File: config.mk
export PLATFORM = sky130hd
export DESIGN_NAME = pixel_tap_mac_flat
export DESIGN_NICKNAME = d
export VERILOG_FILES = /design/src/rtl/pixel_tap_mac_pkg.sv /design/src/rtl/pixel_tap_mac_if.sv /design/src/rtl/pixel_tap_mac_mult.sv /design/src/rtl/pixel_tap_mac.sv /design/src/flat_wrapper.sv
export SDC_FILE = /design/constraint.sdc
export NUM_CORES = 1
export LEC_CHECK = 0
export BUFFER_PORTS_ARGS = -buffer_cell sky130_fd_sc_hd__buf_2
export CORE_ASPECT_RATIO = 1.5
export CORE_MARGIN = 4
export CORE_UTILIZATION = 30
export CTS_BUF_LIST = sky130_fd_sc_hd__clkbuf_16
export DETAILED_ROUTE_END_ITERATION = 8
export GPL_ROUTABILITY_DRIVEN = 1
export GPL_TIMING_DRIVEN = 0
export HOLD_SLACK_MARGIN = 0.1
export PLACE_DENSITY_LB_ADDON = 0.25
export REMOVE_ABC_BUFFERS = 1
export SYNTH_ARGS = -nofsm -noshare
export SYNTH_HDL_FRONTEND = slang
export SYNTH_SLANG_ARGS = --single-unit
File: constraint.sdc
create_clock -name clk -period 7.02 [get_ports clk]
set_input_delay 1.404 -clock clk [delete_from_list [all_inputs] [get_ports clk]]
set_output_delay 1.404 -clock clk [all_outputs]
set_load 0.01 [all_outputs]
File: src/rtl/pixel_tap_mac_pkg.sv
// Shared fixed-point constants and FSM encoding for the tap MAC and the downstream clipper.
package pixel_tap_mac_pkg;

  localparam int FRAC_BITS  = 7;
  localparam int ROUND_BIAS = 64;
  localparam int COEF_ONE   = 128;

  localparam int DEF_PIX_W  = 8;
  localparam int DEF_COEF_W = 9;
  localparam int DEF_ACC_W  = 20;

  typedef enum logic {
    ACCUM = 1'b0,
    HOLD  = 1'b1
  } state_t;

endpackage

File: src/rtl/pixel_tap_mac_if.sv
// Tap input stream plus result output stream of the pixel tap MAC.
interface pixel_tap_mac_if
  import pixel_tap_mac_pkg::*;
#(
  parameter int PIX_W  = DEF_PIX_W,
  parameter int COEF_W = DEF_COEF_W,
  parameter int ACC_W  = DEF_ACC_W
) ();

  logic              s_valid;
  logic              s_ready;
  logic [PIX_W-1:0]  s_pixel;
  logic [COEF_W-1:0] s_coef;
  logic              s_last;
  logic              m_valid;
  logic              m_ready;
  logic [ACC_W-1:0]  m_data;
  logic              m_err;

  // Driver side: produces taps, consumes results.
  modport master (
    output s_valid, s_pixel, s_coef, s_last, m_ready,
    input  s_ready, m_valid, m_data, m_err
  );

  // MAC side.
  modport slave (
    input  s_valid, s_pixel, s_coef, s_last, m_ready,
    output s_ready, m_valid, m_data, m_err
  );

endinterface

File: src/rtl/pixel_tap_mac_mult.sv
// Combinational unsigned-pixel by signed-coefficient multiplier, sign-extended to ACC_W.
module pix_coef_mult #(
  parameter int PIX_W  = 8,
  parameter int COEF_W = 9,
  parameter int ACC_W  = 20
) (
  input  logic [PIX_W-1:0]         pixel,
  input  logic [COEF_W-1:0]        coef,
  output logic signed [ACC_W-1:0]  product
);

  localparam int PROD_W = PIX_W + COEF_W + 1;

  logic signed [PROD_W-1:0] pix_ext;
  logic signed [PROD_W-1:0] coef_ext;
  logic signed [PROD_W-1:0] prod_full;

  // Both operands widened to the full product width so the multiply is exact.
  assign pix_ext   = {{(PROD_W-PIX_W){1'b0}}, pixel};
  assign coef_ext  = {{(PROD_W-COEF_W){coef[COEF_W-1]}}, coef};
  assign prod_full = pix_ext * coef_ext;
  assign product   = ACC_W'(prod_full);

endmodule

File: src/rtl/pixel_tap_mac.sv
// Serial multiply-accumulate over TAPS (pixel, coefficient) taps with a saturating sum
// and a single-entry result hold stage.
module pixel_tap_mac
  import pixel_tap_mac_pkg::*;
#(
  parameter int TAPS   = 4,
  parameter int PIX_W  = DEF_PIX_W,
  parameter int COEF_W = DEF_COEF_W,
  parameter int ACC_W  = DEF_ACC_W
) (
  input  logic           clk,
  input  logic           rst,
  pixel_tap_mac_if.slave bus
);

  localparam int CNT_W = (TAPS > 1) ? $clog2(TAPS) : 1;
  localparam logic [CNT_W-1:0]        LAST_IDX = CNT_W'(TAPS - 1);
  localparam logic signed [ACC_W-1:0] ACC_MAX  = {1'b0, {(ACC_W-1){1'b1}}};
  localparam logic signed [ACC_W-1:0] ACC_MIN  = {1'b1, {(ACC_W-1){1'b0}}};

  state_t state, next_state;

  logic [CNT_W-1:0]        tap_cnt;
  logic signed [ACC_W-1:0] acc;
  logic signed [ACC_W-1:0] product;
  logic signed [ACC_W-1:0] acc_base;
  logic signed [ACC_W:0]   wide_sum;
  logic signed [ACC_W-1:0] sat_sum;
  logic [ACC_W-1:0]        data_q;
  logic                    err_q;
  logic                    tap_fire;
  logic                    at_max;
  logic                    final_tap;

  pix_coef_mult #(
    .PIX_W  (PIX_W),
    .COEF_W (COEF_W),
    .ACC_W  (ACC_W)
  ) u_mult (
    .pixel   (bus.s_pixel),
    .coef    (bus.s_coef),
    .product (product)
  );

  assign bus.s_ready = (state == ACCUM);
  assign bus.m_valid = (state == HOLD);
  assign bus.m_data  = data_q;
  assign bus.m_err   = err_q;

  // The first tap of a sample restarts from zero, so a stale acc never leaks forward.
  always_comb begin
    tap_fire  = bus.s_valid && (state == ACCUM);
    at_max    = (tap_cnt == LAST_IDX);
    final_tap = bus.s_last || at_max;
    acc_base  = (tap_cnt == '0) ? '0 : acc;
    wide_sum  = {acc_base[ACC_W-1], acc_base} + {product[ACC_W-1], product};
    sat_sum   = wide_sum[ACC_W-1:0];
    if (wide_sum[ACC_W] != wide_sum[ACC_W-1]) begin
      sat_sum = wide_sum[ACC_W] ? ACC_MIN : ACC_MAX;
    end
  end

  always_comb begin
    next_state = state;
    case (state)
      ACCUM:   if (tap_fire && final_tap) next_state = HOLD;
      HOLD:    if (bus.m_ready)           next_state = ACCUM;
      default: next_state = ACCUM;
    endcase
  end

  always_ff @(posedge clk) begin
    if (rst) begin
      state   <= ACCUM;
      tap_cnt <= '0;
      acc     <= '0;
      data_q  <= '0;
      err_q   <= 1'b0;
    end else begin
      state <= next_state;
      if (tap_fire) begin
        acc <= sat_sum;
        if (final_tap) begin
          data_q  <= sat_sum;
          err_q   <= (bus.s_last != at_max);
          tap_cnt <= '0;
        end else begin
          tap_cnt <= tap_cnt + 1'b1;
        end
      end
    end
  end

endmodule
File: src/flat_wrapper.sv
// flat-port wrapper written by rule: the top's interface ports become plain ports
module pixel_tap_mac_flat import pixel_tap_mac_pkg::*;
#(
  parameter int TAPS   = 4,
  parameter int PIX_W  = DEF_PIX_W,
  parameter int COEF_W = DEF_COEF_W,
  parameter int ACC_W  = DEF_ACC_W
)
  (clk, rst, bus_s_valid, bus_s_pixel, bus_s_coef, bus_s_last, bus_m_ready, bus_s_ready, bus_m_valid, bus_m_data, bus_m_err);
  pixel_tap_mac_if #(.PIX_W(PIX_W), .COEF_W(COEF_W), .ACC_W(ACC_W)) bus_i ();
  input  logic clk;
  input  logic rst;
  input wire logic [$bits(bus_i.s_valid)-1:0] bus_s_valid;
  input wire logic [$bits(bus_i.s_pixel)-1:0] bus_s_pixel;
  input wire logic [$bits(bus_i.s_coef)-1:0] bus_s_coef;
  input wire logic [$bits(bus_i.s_last)-1:0] bus_s_last;
  input wire logic [$bits(bus_i.m_ready)-1:0] bus_m_ready;
  output wire logic [$bits(bus_i.s_ready)-1:0] bus_s_ready;
  output wire logic [$bits(bus_i.m_valid)-1:0] bus_m_valid;
  output wire logic [$bits(bus_i.m_data)-1:0] bus_m_data;
  output wire logic [$bits(bus_i.m_err)-1:0] bus_m_err;
  assign bus_i.s_valid = bus_s_valid;
  assign bus_i.s_pixel = bus_s_pixel;
  assign bus_i.s_coef = bus_s_coef;
  assign bus_i.s_last = bus_s_last;
  assign bus_i.m_ready = bus_m_ready;
  assign bus_s_ready = bus_i.s_ready;
  assign bus_m_valid = bus_i.m_valid;
  assign bus_m_data = bus_i.m_data;
  assign bus_m_err = bus_i.m_err;
  pixel_tap_mac #(.TAPS(TAPS), .PIX_W(PIX_W), .COEF_W(COEF_W), .ACC_W(ACC_W)) u_core (.clk(clk), .rst(rst), .bus(bus_i));
endmodule
==> results.cfg <==
[power_and_ir_drop]
cellPowerDensity_mw_per_mm2 = 284
vdd_drop_max_v = 0.000150
p_leak_nw = 2.83
power.share.combinational_pct = 65.2
clkPwrFrac_pct = 16.6
seqPwrFrac_pct = 18.2
intPower_w = 0.000911
switching_power_w = 0.000745
swShare_pct = 45.0

[synthesis]
synth_seq_area_share_pct = 16.8
synth_enable_flop_cells = 0
syn-cell-area_sq_mm = 0.00524
synth_top_family_by_area = adder cells
ys_types = 44
syn-instance-count = 601
synth.area.mux_share_pct = 0.191
yosys-top-cells-count = inv_1, ha_1, nor2_1
async_flop_share_pct = 0
synth-compound-area-share_pct = 11.2
synth_area_leaders = fa_1, dfxtp_1, ha_1
yosys_warnings = 0
synth-adder-area-share_pct = 42.2
ys_ff_latch = 44
yosysTopAreaCell = fa_1
syn_area_per_cell_sq_um = 8.72
yosysMostFrequentCell = inv_1
synth-xor-area-share_pct = 3.03
synth-main-ff-cell = dfxtp_1
synthSimpleGateAreaFrac_pct = 16.5
synth_top_area_share_pct = 22.2

[clock_tree]
cts_root_buf = clkbuf_16
clk_latency_ns = 0.29
cts.clk_slew.worst_paths_ns = 0.06
clk_path_buf_depth = 2
htreeDepth = 2
numCtsBuffers = 5
cts_tree = done
postCtsHoldBufs = 0
clock_sinks = 44

[worst_hold_path]
whs_endpoint = u_core.tap_cnt[1]
hold_path_class = flop to flop
hp-start = u_core.tap_cnt[1]
holdPathStages = 2

[placement]
port_buffers = 44
hpwlAfterDp_um = 9550
gp_congestion = 0.840
place_inst = 831

[timing]
fmax_mhz = 150
finalCritPeriodShare_pct = 95.2
setup-violations-final = 0
fin_worst_skew_ns = 0.00415
worstMarginPinSlew_ns = 0.956
period_needed_ns = 6.68
maxSlewHeadroom_pct = 36.1
slew_violations = 0
rsz0062_at_grt = false
hold_slack_ns = 0.484
finalHoldViolCount = 0

[worst_setup_path]
critPathMaxStageDelay_ns = 0.55
path_class = primary input to flop
slowest_stage = fa_1
r2r_start = u_core.tap_cnt[0]
crit_fanout = 14
rrSetupSlack_ns = 1.97
worstRegToRegCells = 18
required_ns = 7.22
critPathLaunchType = primary input
endpoint_kind = flop
cp.arrival_ns = 6.88
cp_common_cell = fa_1
r2r-end = u_core.bus.m_data[0]
cp_cell_sequence = buf_2 -> inv_1 -> nor2_1 -> fa_1 -> fa_1 -> fa_1 -> fa_1 -> inv_1 -> fa_1 -> inv_1 -> ha_1 -> a21oi_1 -> and3_1 -> a21oi_2 -> o21ai_2 -> xnor2_2 -> buf_8 -> maj3_1 -> a211oi_1

[floorplan]
die_x_um = 116
start_util_pct = 30.9
coreArea_sq_mm = 0.0170
die_area_sq_mm = 0.0197
rows = 58
dieHeight_um = 170
io_pins = 45

[status]
status = completed

[cells_and_area]
area_delta_synth_final_pct = 11.2
fillCellCount = 1828
utilization_pct = 34.3
fin_cells = 841
layout-drive-gt1-share_pct = 13.3
n_antenna_cell = 0
fin_nets = 777

[detailed_routing]
first_iter_violations = 145
wirelength_um = 11900
first_pass_iters = 4
ant_nets = 0
drc = 0
wl_per_cell_um = 14.2
drt-vias-per-instance = 4.76
vias = 4003

[global_routing]
grt_overflow = 0
grt_max_degree = 45
grt_pass1_vias = 4276
grt_usage_pct = 12.8
antenna_found_initial = 0
grt_pass1_wl_um = 20500

[run]
cap_viol_max_count = 0
[power groups by stage]
stage	Sequential [W]	Combinational, W	Clock, W
after floorplan	0.000308	0.000833	0
after global placement	0.000307	0.00106	0
after detailed placement	0.000308	0.00106	0
after CTS	0.000302	0.00109	0.000285
after global routing	0.000307	0.00123	0.000295
final	0.000301	0.00108	0.000276
[flip-flops by register name, summed over array words and instances, names as in the netlist]
name and count:
u_core.acc 20, u_core.bus.m_data 20, u_core.bus.m_err 1, u_core.bus.m_valid 1
u_core.tap_cnt 2
[worst max-delay path: cells and delay by family]
kind | cells | cell delay, ns
adders and majority gates | 7 | 3.28
AOI/OAI and AO/OA | 4 | 0.79
buffers and inverters | 5 | 0.77
and+or+nand+nor | 2 | 0.44
xor gates and xnor gates | 1 | 0.18
[logic make-up after synthesis]
| family | count (synthesis) |
|---|---|
| xor+xnor | 16 |
| compound gates | 84 |
| fa+ha+maj | 144 |
| simple gates | 181 |
| flops | 44 |
| buf+inv | 131 |
| mux | 1 |
[cell usage in the layout, fill, tap and decap left out, types with 3 or more instances in the layout]
cell / count
maj3_2: 18
xnor2_1: 8
dfxtp_1: 44
nand4_1: 4
clkbuf_16: 5
nand2b_1: 6
nand3_1: 3
o21ai_0: 3
and2_1: 30
inv_1: 106
nand2_1: 49
o21ai_1: 4
a21o_1: 5
a21oi_2: 3
ha_1: 67
a21oi_1: 19
nor2b_1: 18
a211oi_1: 38
buf_2: 44
nor2_1: 58
xor2_1: 6
fa_1: 58
[worst max path at each step]
stage / from / end / slack (ns) / depth (start not counted)
after detailed placement: bus_s_coef[8] / u_core.acc[15] / -0.13 / 18
after CTS: bus_s_coef[8] / u_core.bus.m_data[15] / 0.16 / 18
after global routing: bus_s_coef[8] / u_core.bus.m_data[0] / 0.03 / 19
final: bus_s_coef[8] / u_core.bus.m_data[0] / 0.34 / 19
after floorplan: bus_s_coef[2] / u_core.acc[15] / -0.02 / 19
after global placement: bus_s_coef[8] / u_core.acc[15] / -1.48 / 19
[metal layers]
metal / wire length, um / share of wire [%] / vias to the layer above / track usage (%)
met4: 188 / 1.6 / 0 / 3.43
li1: - / - / 1991 / -
met1: 5200 / 44 / 1934 / 15.5
met3: 329 / 2.8 / 13 / 1.39
met2: 6190 / 52 / 65 / 23.7
met5: 0 / 0 / - / 0
[stage by stage]
stage,cell area [sq um],setup slack (ns),setup TNS (ns),power (W)
3_5_place_dp,5630,-0.133,-3.73,0.00137
4_1_cts,5800,0.155,0,0.00167
2_1_floorplan,5110,-0.0230,-0.177,0.00114
6_report,5830,0.339,0,0.00166
5_1_grt,5830,0.0297,0,0.00183
3_3_place_gp,5590,-1.48,-54.00,0.00137
[final cells by class]
class                      instances  area, sq um  area share (%)
multi-input combinational        426         3850            66.2
sequential                        44          881            15.1
inverter                         106          398            6.83
timing repair buffer              47          263            4.51
tap                              210          263            4.51
clock buffer                       5          125            2.15
clock inverter                     3         42.5           0.730
[timing repair]
| item | in CTS | in global routing |
|---|---|---|
| buffers inserted | 0 | 2 |
| setup endpoints to repair | 0 | 23 |
| gates resized for setup | 0 | 1 |
Power figures use the tool's default switching activity.
